$ cat config.mk
export PLATFORM = sky130hd
export DESIGN_NAME = sim_data_mem
export DESIGN_NICKNAME = d
export VERILOG_FILES = /design/src/rtl/sim_mem_pkg.sv /design/src/rtl/sim_mem_array.sv /design/src/rtl/sim_data_mem.sv
export SDC_FILE = /design/constraint.sdc
export NUM_CORES = 1
export LEC_CHECK = 0
export CAP_MARGIN = 20
export CORE_ASPECT_RATIO = 0.8
export CORE_MARGIN = 3
export CORE_UTILIZATION = 67
export DETAILED_ROUTE_END_ITERATION = 12
export PLACE_DENSITY = 0.85
export SLEW_MARGIN = 5
export SYNTH_ARGS = -nofsm -noshare
export SYNTH_HDL_FRONTEND = slang
export SYNTH_SLANG_ARGS = --single-unit
$ cat constraint.sdc
create_clock -name clk -period 6.15 [get_ports clk]
set_input_delay 1.5375 -clock clk [delete_from_list [all_inputs] [get_ports clk]]
set_output_delay 1.5375 -clock clk [all_outputs]
set_load 0.02 [all_outputs]
$ cat src/rtl/sim_mem_pkg.sv
// Shared types and helpers for the behavioural data-memory model.
// Holds the FSM state enum, the reset-content pattern and a width helper.
package sim_mem_pkg;

  typedef enum logic [1:0] {
    IDLE,
    WAIT,
    ACCESS
  } state_e;

  localparam int unsigned MaxDataW = 64;

  // Minimum bit width able to index `value` entries; never less than 1.
  function automatic int unsigned clog2(input int unsigned value);
    int unsigned w;
    w = 1;
    while ((32'd1 << w) < value) w++;
    return w;
  endfunction

  // Word i holds all-ones shifted left by i, so each low word is distinguishable.
  function automatic logic [MaxDataW-1:0] init_word(input int unsigned i,
                                                    input int unsigned data_w);
    if (i < data_w) return {MaxDataW{1'b1}} << i;
    return '0;
  endfunction

endpackage

$ cat src/rtl/sim_mem_array.sv
// DEPTH x DATA_W register array with one write port and one registered read port.
// Asynchronous reset reloads the init pattern and clears the read register.
module sim_mem_array
  import sim_mem_pkg::*;
#(
  parameter int unsigned DATA_W = 16,
  parameter int unsigned DEPTH  = 32,
  parameter int unsigned IDX_W  = clog2(DEPTH)
) (
  input  logic              clk,
  input  logic              rst,
  input  logic              we,
  input  logic              re,
  input  logic [IDX_W-1:0]  idx,
  input  logic [DATA_W-1:0] wdata,
  output logic [DATA_W-1:0] rdata
);

  logic [DATA_W-1:0] mem [DEPTH];

  always_ff @(posedge clk or negedge rst) begin
    if (!rst) begin
      for (int unsigned i = 0; i < DEPTH; i++) begin
        mem[IDX_W'(i)] <= DATA_W'(init_word(i, DATA_W));
      end
      rdata <= '0;
    end else begin
      if (we) mem[idx] <= wdata;
      if (re) rdata <= mem[idx];
    end
  end

endmodule

$ cat src/rtl/sim_data_mem.sv
// Behavioural data memory for the MEM stage: captured request, wait states,
// busy/done handshake, out-of-range flagging and Ram1/Ram2 source reporting.
module sim_data_mem
  import sim_mem_pkg::*;
#(
  parameter int unsigned       DATA_W      = 16,
  parameter int unsigned       ADDR_W      = 16,
  parameter int unsigned       DEPTH       = 32,
  parameter int unsigned       ADDR_SHIFT  = 2,
  parameter int unsigned       WAIT_CYCLES = 1,
  parameter logic [ADDR_W-1:0] RAM2_BASE   = '0
) (
  input  logic              clk,
  input  logic              rst,
  input  logic [ADDR_W-1:0] addr,
  input  logic [DATA_W-1:0] wdata,
  input  logic              mem_read,
  input  logic              mem_write,
  output logic [DATA_W-1:0] rdata,
  output logic              busy,
  output logic              done,
  output logic              fault,
  output logic              addr_src
);

  localparam int unsigned IDX_W = clog2(DEPTH);
  localparam int unsigned CNT_W = clog2(WAIT_CYCLES + 1);
  // One extra bit so DEPTH == 2**ADDR_W still compares correctly.
  localparam logic [ADDR_W:0] DepthLimit = (ADDR_W + 1)'(DEPTH);

  state_e            state;
  logic [CNT_W-1:0]  cnt;
  logic [ADDR_W-1:0] addr_q;
  logic [DATA_W-1:0] wdata_q;
  logic              op_write;

  logic [ADDR_W-1:0] idx_full;
  logic [IDX_W-1:0]  idx;
  logic              oob;
  logic              arr_we;
  logic              arr_re;

  always_comb begin
    idx_full = addr_q >> ADDR_SHIFT;
    oob      = ({1'b0, idx_full} >= DepthLimit);
    idx      = idx_full[IDX_W-1:0];
    arr_we   = (state == ACCESS) && op_write && !oob;
    arr_re   = (state == ACCESS) && !op_write && !oob;
  end

  always_ff @(posedge clk or negedge rst) begin
    if (!rst) begin
      state    <= IDLE;
      cnt      <= '0;
      addr_q   <= '0;
      wdata_q  <= '0;
      op_write <= 1'b0;
      busy     <= 1'b0;
      done     <= 1'b0;
      fault    <= 1'b0;
      addr_src <= 1'b0;
    end else begin
      done  <= 1'b0;
      fault <= 1'b0;
      unique case (state)
        IDLE: begin
          if (mem_read || mem_write) begin
            addr_q   <= addr;
            wdata_q  <= wdata;
            op_write <= mem_write && !mem_read;
            addr_src <= (addr >= RAM2_BASE);
            busy     <= 1'b1;
            if (WAIT_CYCLES == 0) begin
              state <= ACCESS;
            end else begin
              state <= WAIT;
              cnt   <= CNT_W'(WAIT_CYCLES - 1);
            end
          end
        end
        WAIT: begin
          if (cnt == '0) state <= ACCESS;
          else           cnt   <= cnt - 1'b1;
        end
        ACCESS: begin
          done  <= 1'b1;
          fault <= oob;
          busy  <= 1'b0;
          state <= IDLE;
        end
        default: state <= IDLE;
      endcase
    end
  end

  sim_mem_array #(
    .DATA_W (DATA_W),
    .DEPTH  (DEPTH),
    .IDX_W  (IDX_W)
  ) u_array (
    .clk   (clk),
    .rst   (rst),
    .we    (arr_we),
    .re    (arr_re),
    .idx   (idx),
    .wdata (wdata_q),
    .rdata (rdata)
  );

endmodule
# After elaboration in Yosys (flattened, before gate mapping)
# Cells that the tools add are included.
# word_totals
regBits	568
inputBits	36
out_inout_bits	20
word_cells	85
# classes
add_sub_neg	1
order_cmp	4
eq_ne	4
mux	16
bitwise_logic	1
n_reduce_logical	17
# op_table
operator	n
bitwise mux 512 bit	1
binary-select mux 16 bit (select 5 bit)	1
demux 16 bit (select 5 bit)	1
2-to-1 mux 16 bit	3
>= comparator 16 x 1 -> 1 bit (second input constant)	1
>= comparator 14 x 6 -> 1 bit (second input constant)	1
AND reduction 2 bit	4
>= comparator 6 bit (second input constant)	1
logical AND 1 bit	6
< comparator 6 x 1 -> 1 bit (second input constant)	1
NOT 5 -> 6 bit	1
2-to-1 mux 1 bit	5
2-to-1 mux 2 bit	2
!= test 2 bit (second input constant)	2
case mux 1 bit (2 select lines)	2
case mux 2 bit (2 select lines)	1
nonzero test 2 bit	2
logical NOT 1 bit	3
== test 2 x 1 -> 1 bit (second input constant)	1
== test 2 bit (second input constant)	1
logical NOT 2 bit	1
logical OR 1 bit	1
subtractor 1 bit (second input constant)	1

# Longest topological paths before layout
# depth
word_depth	6
depth_mapped	9
depth_no_buf	5

# By module
# A second synthesis with hierarchy kept.
# hier_totals
cells_unflattened	1719
hier_area_um2	25818.5
# by_module_without_submodules
mod	n_inst	cells_each	area_per_inst_um2	seq_area_each_um2
sim_mem_array	1	1633	24414.7	13382.8
sim_data_mem	1	86	1403.8	925.9

# Least setup slack after synthesis
# Ideal clock, no wire load.
# synth_timing
path_kind	input port to flip-flop
start	input mem_write
end	register addr_q[2]
setup_ns	0.125
arrival_ns	2.551
required_time_ns	6.025
setup_slack_ns	3.474
path_stages	4
path_buffers	2
path_cell_list	o21a_1 > clkbuf_1 > clkbuf_1 > mux2_2
# synth_via
elab_chain_cells	2
# synth_lines
element	line_no	source
start: declaration	sim_data_mem.sv:18	input logic mem_write,
logical OR 1 bit	sim_data_mem.sv:67	if (mem_read || mem_write) begin
AND reduction 2 bit (no line)	--	
end signal: assignment	sim_data_mem.sv:68	addr_q <= addr;
end: declaration	sim_data_mem.sv:33	logic [ADDR_W-1:0] addr_q;
# No other way between the ends.
# A chain may end at the register's enable or synchronous reset.

# Worst setup path in the final report
# layout_timing
start	register addr_q[2]
end	register u_array.rdata[4]
# layout_via
elab_chain_cells	4
elab_cells_between_ends	7
classes_between	order compare (1); mux (3); bitwise (1); reduce/logical (2)
# layout_lines
element	line_no	source
NOT 5 -> 6 bit (not written as such)	sim_mem_array.sv:29	if (re) rdata <= mem[idx];
binary-select mux 16 bit (select 5 bit)	sim_mem_array.sv:29	
2-to-1 mux 16 bit (not written as such) (2 in a row)	sim_mem_array.sv:29	
end signal: assignment	sim_mem_array.sv:29	
end: declaration	sim_mem_array.sv:16	output logic [DATA_W-1:0] rdata
# Several ways; a longest one is shown, not always the timed one. The select of a mux whose other input is x is not followed.

==> impl_metrics.env <==
export IMPL_status="finished, final reports clean"
export IMPL_setup_viol=0
export IMPL_critPathMaxStageDelay_ps=870
export IMPL_clock_sinks=565
export IMPL_critPathLaunchType="flip-flop"
export IMPL_layout_area_overhead_vs_synth_pct=9.83
export IMPL_fmaxAchievable_mhz=288
export IMPL_drtPass1Iterations=5
export IMPL_dieArea_um2=41400
export IMPL_seq_area_um2=14300
export IMPL_cts_tree="yes"
export IMPL_vias=14800
export IMPL_start_util_pct=68.1
export IMPL_power_total_mw=9.70
export IMPL_postSynthNetCount=1724
export IMPL_final_cell_mix="mux2_2 (433), dfrtp_1 (427), dfstp_2 (136), mux2i_1 (130), mux4_2 (62)"
export IMPL_critPathRequiredTime_ps=6620
export IMPL_critPathKind="reg -> reg"
export IMPL_async_flop_share_pct=100
export IMPL_port_buffers=53
export IMPL_grt_overflow=0
export IMPL_grt_max_degree=140
export IMPL_cts_buffer_depth=3
export IMPL_multi_input_area_um2=11000
export IMPL_chipWidth_um=227
export IMPL_fin_ws_ps=2680
export IMPL_yosys_warnings=0
export IMPL_cts_max_level=2
export IMPL_drc=0
export IMPL_slew_headroom_pct=21.4
export IMPL_max_cap_violations=0
export IMPL_place_congestion=0.771
export IMPL_path_clk_slew_ps=70
export IMPL_fin_cells=2218
export IMPL_peakVddDrop_uv=338
export IMPL_insertion_delay_ps=580
export IMPL_fin_setup_tns_ps=0
export IMPL_ff2ff_setup_slack_ps=2680
export IMPL_ios=56
export IMPL_drv_slew=0
export IMPL_fill_cells=2279
export IMPL_worst_path_max_fanout=38
export IMPL_track_usage_pct=29.3
export IMPL_place_ws_ps=2650
export IMPL_post_cts_buffers=0
export IMPL_final_common_cell="mux2_2"
export IMPL_p_per_area_nw_per_um2=338
export IMPL_holdBufCountCts=0
export IMPL_ys_ff_latch=565
export IMPL_syn_avg_cell_area_um2=15.5
export IMPL_ant_nets=0
export IMPL_grt_pass1_vias=15700
export IMPL_period_needed_ps=3470
export IMPL_rsz0062_at_grt="false"
export IMPL_hold_viol=0
export IMPL_via_per_inst=6.69
export IMPL_nNetsFinal=1716
export IMPL_syn_area_um2=26100
export IMPL_chipHeight_um=183
export IMPL_cp_arrival_ps=3940
export IMPL_row_count=64
export IMPL_path_common_cell="buf_4"
export IMPL_min_path_type="reg -> reg"
export IMPL_drive_gt1_share_pct=50.1
export IMPL_fin_skew_ps=14.8
export IMPL_ys_flop_type="dfrtp_1"
export IMPL_wl_per_cell_um=26.8
export IMPL_synth_cell_types=55
export IMPL_postCtsResizedCells=0
export IMPL_crit_slowest_cell="dfrtp_4"
export IMPL_coreArea_um2=38400
export IMPL_hpwl_um=33700
export IMPL_grt_pass1_wl_um=92700
export IMPL_root_buffer="clkbuf_16"
export IMPL_totalWireLength_um=59400
export IMPL_tightest_slew_ps=1170
export IMPL_cp_end_kind="flip-flop"
export IMPL_place_area_um2=26600
export IMPL_p_leak_nw=13.4
export IMPL_dp_cells=2108
export IMPL_cts_buffers=52
export IMPL_path_cells="buf_4 -> buf_4 -> mux4_2 -> a22oi_1 -> nand4_1 -> o21a_1"
export IMPL_synth_edff_count=0
export IMPL_finalInstanceArea_um2=28700
export IMPL_syn_inst=1688
export IMPL_antenna_found_initial=0
export IMPL_seq_area_frac_synth_pct=54.8
export IMPL_first_iter_violations=1194
export IMPL_fin_crit_sh_pct=56.5
[cells by family (layout without fill, tap and decap cells)]
kind of cell	count (synthesis)	after routing	synth area share [%]
AO/OA/AOI/OAI	120	120	3.15
buffers and inverters	149	183	3.29
flip-flops	565	565	54.8
multiplexers	737	737	34.7
other	0	1	0
AND/OR/NAND/NOR	117	117	4.13
[cells in the mapped netlist, drive strengths merged (2+ instances only)]
master   instances  area [um^2]
nor3             3         15.0
nor2            32          383
nand4bb          3         33.8
dfstp          136         3570
a21oi            4         20.0
or3              2         17.5
buf             77          591
nor2b            3         18.8
nand4           15          109
nand2            8         40.0
a22oi           29          218
a31oi            4         25.0
o22ai           60          375
mux4            62         1400
nand4b           4         41.3
or2              2         12.5
nand3           12          153
nand3b           3         22.5
mux2i          130         1300
o21a            15          113
o311ai           2         17.5
and3             3         18.8
clkbuf          71          267
nor4            15          109
dfrtp          429        10700
mux2           545         6360
nor3b            3         27.5
o32a             2         20.0
nand2b           5         31.3
[routing by layer]
metal  part of all wire, %  GRT usage [%]  routed length [um]  vias up
li1                      -              -                   -     6248
met1                    46           43.2               27000     8065
met2                    47           45.8               27800      422
met3                   5.4           5.36                3220       96
met4                   2.2           7.62                1310        0
met5                     0              0                   0        -
[registers in the layout, indices dropped and copies added, names as in the netlist]
name	count
u_array.rdata	16
state	2
done	1
busy	1
addr_q	14
op_write	1
addr_src	1
wdata_q	16
u_array.mem	512
fault	1
[cell type report]
class | count | area share, %
multi-input combinational | 974 | 38.3
clock inverter | 14 | 0.532
antenna | 1 | 0.00872
clock buffer | 82 | 5.59
inverter | 1 | 0.0131
tap | 495 | 2.16
timing repair buffer | 86 | 3.55
sequential | 565 | 49.9
[path summary, 6_finish.rpt]
| path | start | to | cells past startpoint |
|---|---|---|---|
| max in group asynchronous | rst | u_array.mem[6] | 2 |
| worst max register to register | addr_q[2] | u_array.rdata[4] | 6 |
| min in group asynchronous | rst | addr_src | 1 |
| worst min register to register | addr_src | addr_src | 1 |
| worst min-delay path | addr_src | addr_src | 1 |
| worst max-delay path | addr_q[2] | u_array.rdata[4] | 6 |
[critical path: cells and delay by family, from the launching register on]
family                 cells  cell delay [ps]
buffers and inverters      2             1230
DFF                        1              870
AOI/OAI and AO/OA          2              450
muxes                      1              580
and+or+nand+nor            1              190
[metrics by stage]
step	hold slack, ps	utilization, %
6_report	486	74.8
5_1_grt	495	74.8
4_1_cts	482	74.1
3_5_place_dp	461	69.5
3_3_place_gp	452	69.5
2_1_floorplan	448	-
[power breakdown]
group	switching (mW)	leakage, nW	internal [mW]	total [mW]
registers	0.535	7.31	3.86	4.39
logic	1.17	5.18	0.837	2.01
clock network	1.39	0.864	1.91	3.30
Power figures use the tool's default switching activity.
